===== src/rtl/mem_access_unit_pkg.sv =====
// Shared load/store mode encodings, FSM states and bus constants for the memory access unit.
package mem_access_unit_pkg;

  localparam int L_S_MODE_W = 3;

  localparam logic [L_S_MODE_W-1:0] L_S_BYTE   = 3'd0;
  localparam logic [L_S_MODE_W-1:0] L_S_BYTE_U = 3'd1;
  localparam logic [L_S_MODE_W-1:0] L_S_HALF   = 3'd2;
  localparam logic [L_S_MODE_W-1:0] L_S_HALF_U = 3'd3;
  localparam logic [L_S_MODE_W-1:0] L_S_WORD   = 3'd4;

  localparam int DBUS_BE_W           = 4;
  localparam int MAU_TIMEOUT_DEFAULT = 256;

  typedef enum logic [1:0] {
    MAU_IDLE = 2'd0,
    MAU_WAIT = 2'd1,
    MAU_DONE = 2'd2
  } mau_state_e;

endpackage


===== src/rtl/mem_lane_align.sv =====
// Combinational little-endian lane steering: byte enables, replicated store data,
// extended load data and misalignment flag from (mode, addr[1:0]). No latency, no flow control.
module mem_lane_align
  import mem_access_unit_pkg::*;
(
  input  logic [L_S_MODE_W-1:0] mode,
  input  logic [1:0]            addr_lo,
  input  logic [31:0]           store_data,
  input  logic [31:0]           rdata,
  output logic [DBUS_BE_W-1:0]  be,
  output logic [31:0]           wdata,
  output logic [31:0]           load_data,
  output logic                  misaligned
);

  logic [7:0]  lane_b;
  logic [15:0] lane_h;

  assign lane_b = rdata[{addr_lo, 3'b000} +: 8];
  assign lane_h = addr_lo[1] ? rdata[31:16] : rdata[15:0];

  always_comb begin
    be         = '0;
    wdata      = store_data;
    load_data  = rdata;
    misaligned = 1'b1;  // undefined modes are treated as illegal accesses
    case (mode)
      L_S_BYTE, L_S_BYTE_U: begin
        be         = 4'b0001 << addr_lo;
        wdata      = {4{store_data[7:0]}};
        load_data  = (mode == L_S_BYTE) ? {{24{lane_b[7]}}, lane_b} : {24'b0, lane_b};
        misaligned = 1'b0;
      end
      L_S_HALF, L_S_HALF_U: begin
        be         = addr_lo[1] ? 4'b1100 : 4'b0011;
        wdata      = {2{store_data[15:0]}};
        load_data  = (mode == L_S_HALF) ? {{16{lane_h[15]}}, lane_h} : {16'b0, lane_h};
        misaligned = addr_lo[0];
      end
      L_S_WORD: begin
        be         = 4'b1111;
        misaligned = |addr_lo;
      end
      default: ;
    endcase
  end

endmodule


===== src/rtl/mem_access_unit.sv =====
// MEM stage: one req/ack data-bus transaction per load/store, result in the cycle after ack.
// Stalls upstream from op acceptance until DONE; bus_err after TIMEOUT_CYCLES wait cycles.
module mem_access_unit
  import mem_access_unit_pkg::*;
#(
  parameter int ADDR_W         = 32,
  parameter int DATA_W         = 32,
  parameter int TIMEOUT_CYCLES = MAU_TIMEOUT_DEFAULT
) (
  input  logic                  clk,
  input  logic                  rst,
  input  logic                  mem_read_en,
  input  logic                  mem_write_en,
  input  logic [L_S_MODE_W-1:0] l_s_mode,
  input  logic [ADDR_W-1:0]     mem_addr,
  input  logic [DATA_W-1:0]     store_data,
  output logic                  mem_stall,
  output logic [DATA_W-1:0]     load_data,
  output logic                  load_valid,
  output logic                  addr_err,
  output logic                  bus_err,
  output logic                  dbus_req,
  output logic                  dbus_we,
  output logic [ADDR_W-1:0]     dbus_addr,
  output logic [DBUS_BE_W-1:0]  dbus_be,
  output logic [DATA_W-1:0]     dbus_wdata,
  input  logic                  dbus_ack,
  input  logic [DATA_W-1:0]     dbus_rdata
);

  localparam int CNT_W = (TIMEOUT_CYCLES > 0) ? $clog2(TIMEOUT_CYCLES + 1) : 1;

  mau_state_e            state_q, state_d;
  logic [CNT_W-1:0]      cnt_q, cnt_d;
  logic                  req_q, req_d, we_q, we_d;
  logic [ADDR_W-1:0]     addr_q, addr_d;
  logic [1:0]            addr_lo_q, addr_lo_d;
  logic [L_S_MODE_W-1:0] mode_q, mode_d;
  logic [DBUS_BE_W-1:0]  be_q, be_d;
  logic [DATA_W-1:0]     wdata_q, wdata_d, load_data_q, load_data_d;
  logic                  load_valid_q, load_valid_d, addr_err_q, addr_err_d, bus_err_q, bus_err_d;

  logic                  in_wait, op, legal_op;
  logic [DBUS_BE_W-1:0]  al_be;
  logic [DATA_W-1:0]     al_wdata, al_load;
  logic                  al_misaligned;

  assign in_wait = (state_q == MAU_WAIT);

  // The aligner formats the incoming op while idle and the latched op while waiting for rdata.
  mem_lane_align u_align (
    .mode       (in_wait ? mode_q : l_s_mode),
    .addr_lo    (in_wait ? addr_lo_q : mem_addr[1:0]),
    .store_data (store_data),
    .rdata      (dbus_rdata),
    .be         (al_be),
    .wdata      (al_wdata),
    .load_data  (al_load),
    .misaligned (al_misaligned)
  );

  assign op        = mem_read_en | mem_write_en;
  assign legal_op  = op & ~(mem_read_en & mem_write_en) & ~al_misaligned;
  assign mem_stall = ~rst & (in_wait | ((state_q == MAU_IDLE) & legal_op));

  always_comb begin
    state_d      = state_q;
    cnt_d        = cnt_q;
    req_d        = req_q;
    we_d         = we_q;
    addr_d       = addr_q;
    addr_lo_d    = addr_lo_q;
    mode_d       = mode_q;
    be_d         = be_q;
    wdata_d      = wdata_q;
    load_data_d  = load_data_q;
    load_valid_d = 1'b0;
    addr_err_d   = 1'b0;
    bus_err_d    = 1'b0;
    case (state_q)
      MAU_IDLE: begin
        if (legal_op) begin
          state_d   = MAU_WAIT;
          cnt_d     = '0;
          req_d     = 1'b1;
          we_d      = mem_write_en;
          addr_d    = {mem_addr[ADDR_W-1:2], 2'b00};
          addr_lo_d = mem_addr[1:0];
          mode_d    = l_s_mode;
          be_d      = al_be;
          wdata_d   = al_wdata;
        end else if (op) begin
          addr_err_d = 1'b1;
        end
      end
      MAU_WAIT: begin
        cnt_d = cnt_q + 1'b1;
        if (dbus_ack) begin
          state_d = MAU_DONE;
          req_d   = 1'b0;
          we_d    = 1'b0;
          if (!we_q) begin
            load_data_d  = al_load;
            load_valid_d = 1'b1;
          end
        end else if (TIMEOUT_CYCLES != 0 && cnt_d == CNT_W'(TIMEOUT_CYCLES)) begin
          state_d   = MAU_DONE;
          req_d     = 1'b0;
          we_d      = 1'b0;
          bus_err_d = 1'b1;
        end
      end
      default: state_d = MAU_IDLE;  // DONE: the op still presented is the one just served
    endcase
  end

  always_ff @(posedge clk) begin
    if (rst) begin
      state_q      <= MAU_IDLE;
      cnt_q        <= '0;
      req_q        <= 1'b0;
      we_q         <= 1'b0;
      addr_q       <= '0;
      addr_lo_q    <= '0;
      mode_q       <= '0;
      be_q         <= '0;
      wdata_q      <= '0;
      load_data_q  <= '0;
      load_valid_q <= 1'b0;
      addr_err_q   <= 1'b0;
      bus_err_q    <= 1'b0;
    end else begin
      state_q      <= state_d;
      cnt_q        <= cnt_d;
      req_q        <= req_d;
      we_q         <= we_d;
      addr_q       <= addr_d;
      addr_lo_q    <= addr_lo_d;
      mode_q       <= mode_d;
      be_q         <= be_d;
      wdata_q      <= wdata_d;
      load_data_q  <= load_data_d;
      load_valid_q <= load_valid_d;
      addr_err_q   <= addr_err_d;
      bus_err_q    <= bus_err_d;
    end
  end

  assign dbus_req   = req_q;
  assign dbus_we    = we_q;
  assign dbus_addr  = addr_q;
  assign dbus_be    = be_q;
  assign dbus_wdata = wdata_q;
  assign load_data  = load_data_q;
  assign load_valid = load_valid_q;
  assign addr_err   = addr_err_q;
  assign bus_err    = bus_err_q;

endmodule


===== config.mk =====
export PLATFORM = sky130hd
export DESIGN_NAME = mem_access_unit
export DESIGN_NICKNAME = d
export VERILOG_FILES = /design/src/rtl/mem_access_unit_pkg.sv /design/src/rtl/mem_lane_align.sv /design/src/rtl/mem_access_unit.sv
export SDC_FILE = /design/constraint.sdc
export NUM_CORES = 1
export LEC_CHECK = 0
export ABC_AREA = 1
export BUFFER_PORTS_ARGS = -buffer_cell sky130_fd_sc_hd__buf_2
export CAP_MARGIN = 20
export CORE_MARGIN = 1
export CORE_UTILIZATION = 45
export DETAILED_ROUTE_END_ITERATION = 16
export HOLD_SLACK_MARGIN = 0.06
export PLACE_DENSITY_LB_ADDON = 0.1
export SYNTH_ARGS = -nofsm -noshare
export SYNTH_HDL_FRONTEND = slang
export SYNTH_HIERARCHICAL = 1
export SYNTH_SLANG_ARGS = --single-unit

===== constraint.sdc =====
create_clock -name clk -period 8.5 [get_ports clk]
set_input_delay 2.55 -clock clk [delete_from_list [all_inputs] [get_ports clk]]
set_output_delay 2.55 -clock clk [all_outputs]
set_load 0.1 [all_outputs]

==> reports/metrics.yaml <==
layout:
  final_area_um2: 7360
  fin_util_pct: 60.1
  drive_gt1_share_pct: 25.7
  n_antenna_cell: 0
  area_growth_pct: 27.8
  nNetsFinal: 1160
  fillers: 1247
floorplan:
  ioPinCount: 210
  die-width_um: 115
  start_util_pct: 47.0
  die_h_um: 115
  rows: 40
  die_area_um2: 13300
  core_area_um2: 12300
synthesis:
  syn_area_per_cell_um2: 6.54
  syn_area_um2: 5760
  synth_top_cells_by_area: "dfxtp_1, nand2_1, nor2_1, o21ai_0, nand3_1"
  ys_warn_count: 6
  synth_edf_count: 0
  synth_ff_type: "dfxtp_1"
  synthCells: 881
  synth_cell_types: 28
  synthTopCellsByCount: "nand2_1, nor2_1, dfxtp_1, o21ai_0, nand3_1"
  ys_async_sr_fraction_pct: 0
  netlist.area_leader.share_pct: 41.3
  synth.most_common_cell: "nand2_1"
  synth_top_area_cell: "dfxtp_1"
  ys_seq_elements: 119
  yosysSeqAreaShare_pct: 41.3
hold_path:
  hold_class: "reg2reg"
grt:
  grt-ovfl-total: 0
  use_met1_pct: 34.6
  grt_util_all_layers_pct: 25.5
  antenna_found_initial: 0
  grt_pass1_wl_um: 26700
  grt_max_degree: 82
  grt_pass1_vias: 5425
  top_usage_layer: "met2"
  use_met2_pct: 38.8
  gr-usage-met3_pct: 6.75
critical_path:
  crit_fanout: 20
  arrival_ns: 4.77
  cp.required_ns: 5.95
  start_kind: "input pin"
  crit_type: "in2out"
  endpoint_kind: "output port"
routing:
  first_pass_iters: 6
  remaining_drc_errors: 0
  initialDrtViolationCount: 403
  ant_nets: 0
  vias: 5988
  wl_um: 16300
  viasPerCell: 4.85
  wl_per_cell_um: 13.2
clock_network:
  path_clk_slew_ns: 0.06
  clk-insertion-delay-late_ns: 0.41
  h-tree-depth: 4
  cts_buffers: 17
  post-cts-setup-buffers: 0
  clock_sinks: 119
  cts-root-buf: "clkbuf_16"
  hold_buffers: 0
  cts_tree: "yes"
  clk_path_buf_depth: 2
  ctsResizeCount: 0
run:
  maxCapViolCount: 0
sta:
  hold_viol_final: 0
  grt_setup_unrepaired: "no"
  period_minus_slack_ns: 7.32
  period_share_pct: 86.1
  relSlewSlack_pct: 47.0
  setup_violations: 0
  worst_pin_slew_ns: 0.794
  finalSetupTns_ns: 0
  maxSlewViolCount: 0
  max_freq_ghz: 0.137
  skew_ns: 0.00697
pwr:
  power_density_nw_per_um2: 315
  ir_worst_vdd_v: 0.000191
  p_leak_nw: 4.00
placement:
  hpwl_um: 11000
  place_congestion: 0.822
  portBuffers: 207
  placed_cell_area_um2: 6750
outcome:
  status: "finished clean"
final cells by class:
cell class | instances | area, um^2 | area share, %
multi-input combinational | 670 | 2940 | 40.0
clock buffer | 20 | 467 | 6.34
tap | 168 | 210 | 2.85
sequential | 119 | 2380 | 32.3
clock inverter | 12 | 149 | 2.02
timing repair buffer | 214 | 1090 | 14.8
inverter | 32 | 125 | 1.70
logic make-up after synthesis:
group,share of synthesized area (%)
simple gates,37.7
compound gates,12.5
flops,41.3
buf+inv,7.84
fa+ha+maj,0.434
xor+xnor,0.152
other cells,0.0651
critical path, stage by stage:
cell and delay [ns]:
buf_2 0.11, nand2_1 0.06, nand2_1 0.40, inv_2 0.43, o221ai_1 0.18, inv_1 0.08
nand2_1 0.09, nor2_4 0.12, nor2_1 0.04, buf_4 0.18, nor2_1 0.08, buf_2 0.42
metal layers:
metal,vias to the layer above,wire [um]
met1,2637,7470
met4,0,189
met5,-,0
li1,3126,-
met2,209,7370
met3,16,1300
stage by stage:
stage	hold slack, ns	cells	setup WS [ns]	power (mW)
detailed placement	0.462	1203	1.22	1.59
finish	0.471	1235	1.18	2.32
global route	0.497	1235	0.946	2.43
global placement	0.457	1203	1.21	1.59
CTS	0.471	1235	1.19	2.34
floorplan	0.453	882	1.05	1.44
final timing paths:
path              slack, ns  cells past startpoint                     endpoint                    start
setup / recovery       1.18                     12                    mem_stall              mem_addr[0]
hold / removal         0.47                      2        dbus_req$_SDFFE_PP0P_    dbus_req$_SDFFE_PP0P_
setup reg to reg       4.77                     15  dbus_wdata[27]$_SDFFE_PP0P_  state_q[0]$_SDFFE_PP0P_
hold reg to reg        0.47                      2        dbus_req$_SDFFE_PP0P_    dbus_req$_SDFFE_PP0P_
placed cells by master, fill, tap and decap left out:
master and n:
clkbuf_16 17, dfxtp_1 119, nand3b_1 2, xor2_1 1, nor2_8 1, nor2_1 223, nor4_1 1, buf_2 207
bufinv_16 3, ha_1 2, inv_1 24, o221ai_1 1, o21a_1 1, clkinv_2 4, nand3_1 35, inv_2 6
buf_4 7, a21oi_1 12, nand2_1 246, o21ai_0 115, nor3_4 1, conb_1 2, nand2_2 2, nand3b_4 1
clkbuf_8 3, inv_4 2, nand2_4 1, inv_6 1, clkinvlp_4 4, nand3_2 10, o211ai_1 9, nor2_4 4
power by group:
group,total (mW),switching [mW],internal [mW]
Sequential,0.668,0.0342,0.634
Combinational,0.911,0.758,0.153
Clock,0.744,0.261,0.483
Total,2.32,1.05,1.27
state kept, by name (all words and copies together), names as in the netlist:
signal,flops
dbus_be,4
state_q,2
dbus_wdata,32
dbus_addr,30
load_valid,1
bus_err,1
dbus_we,1
addr_err,1
load_data,32
addr_lo_q,2
mode_q,3
cnt_q,9
dbus_req,1
(Power assumes the default switching activity.)
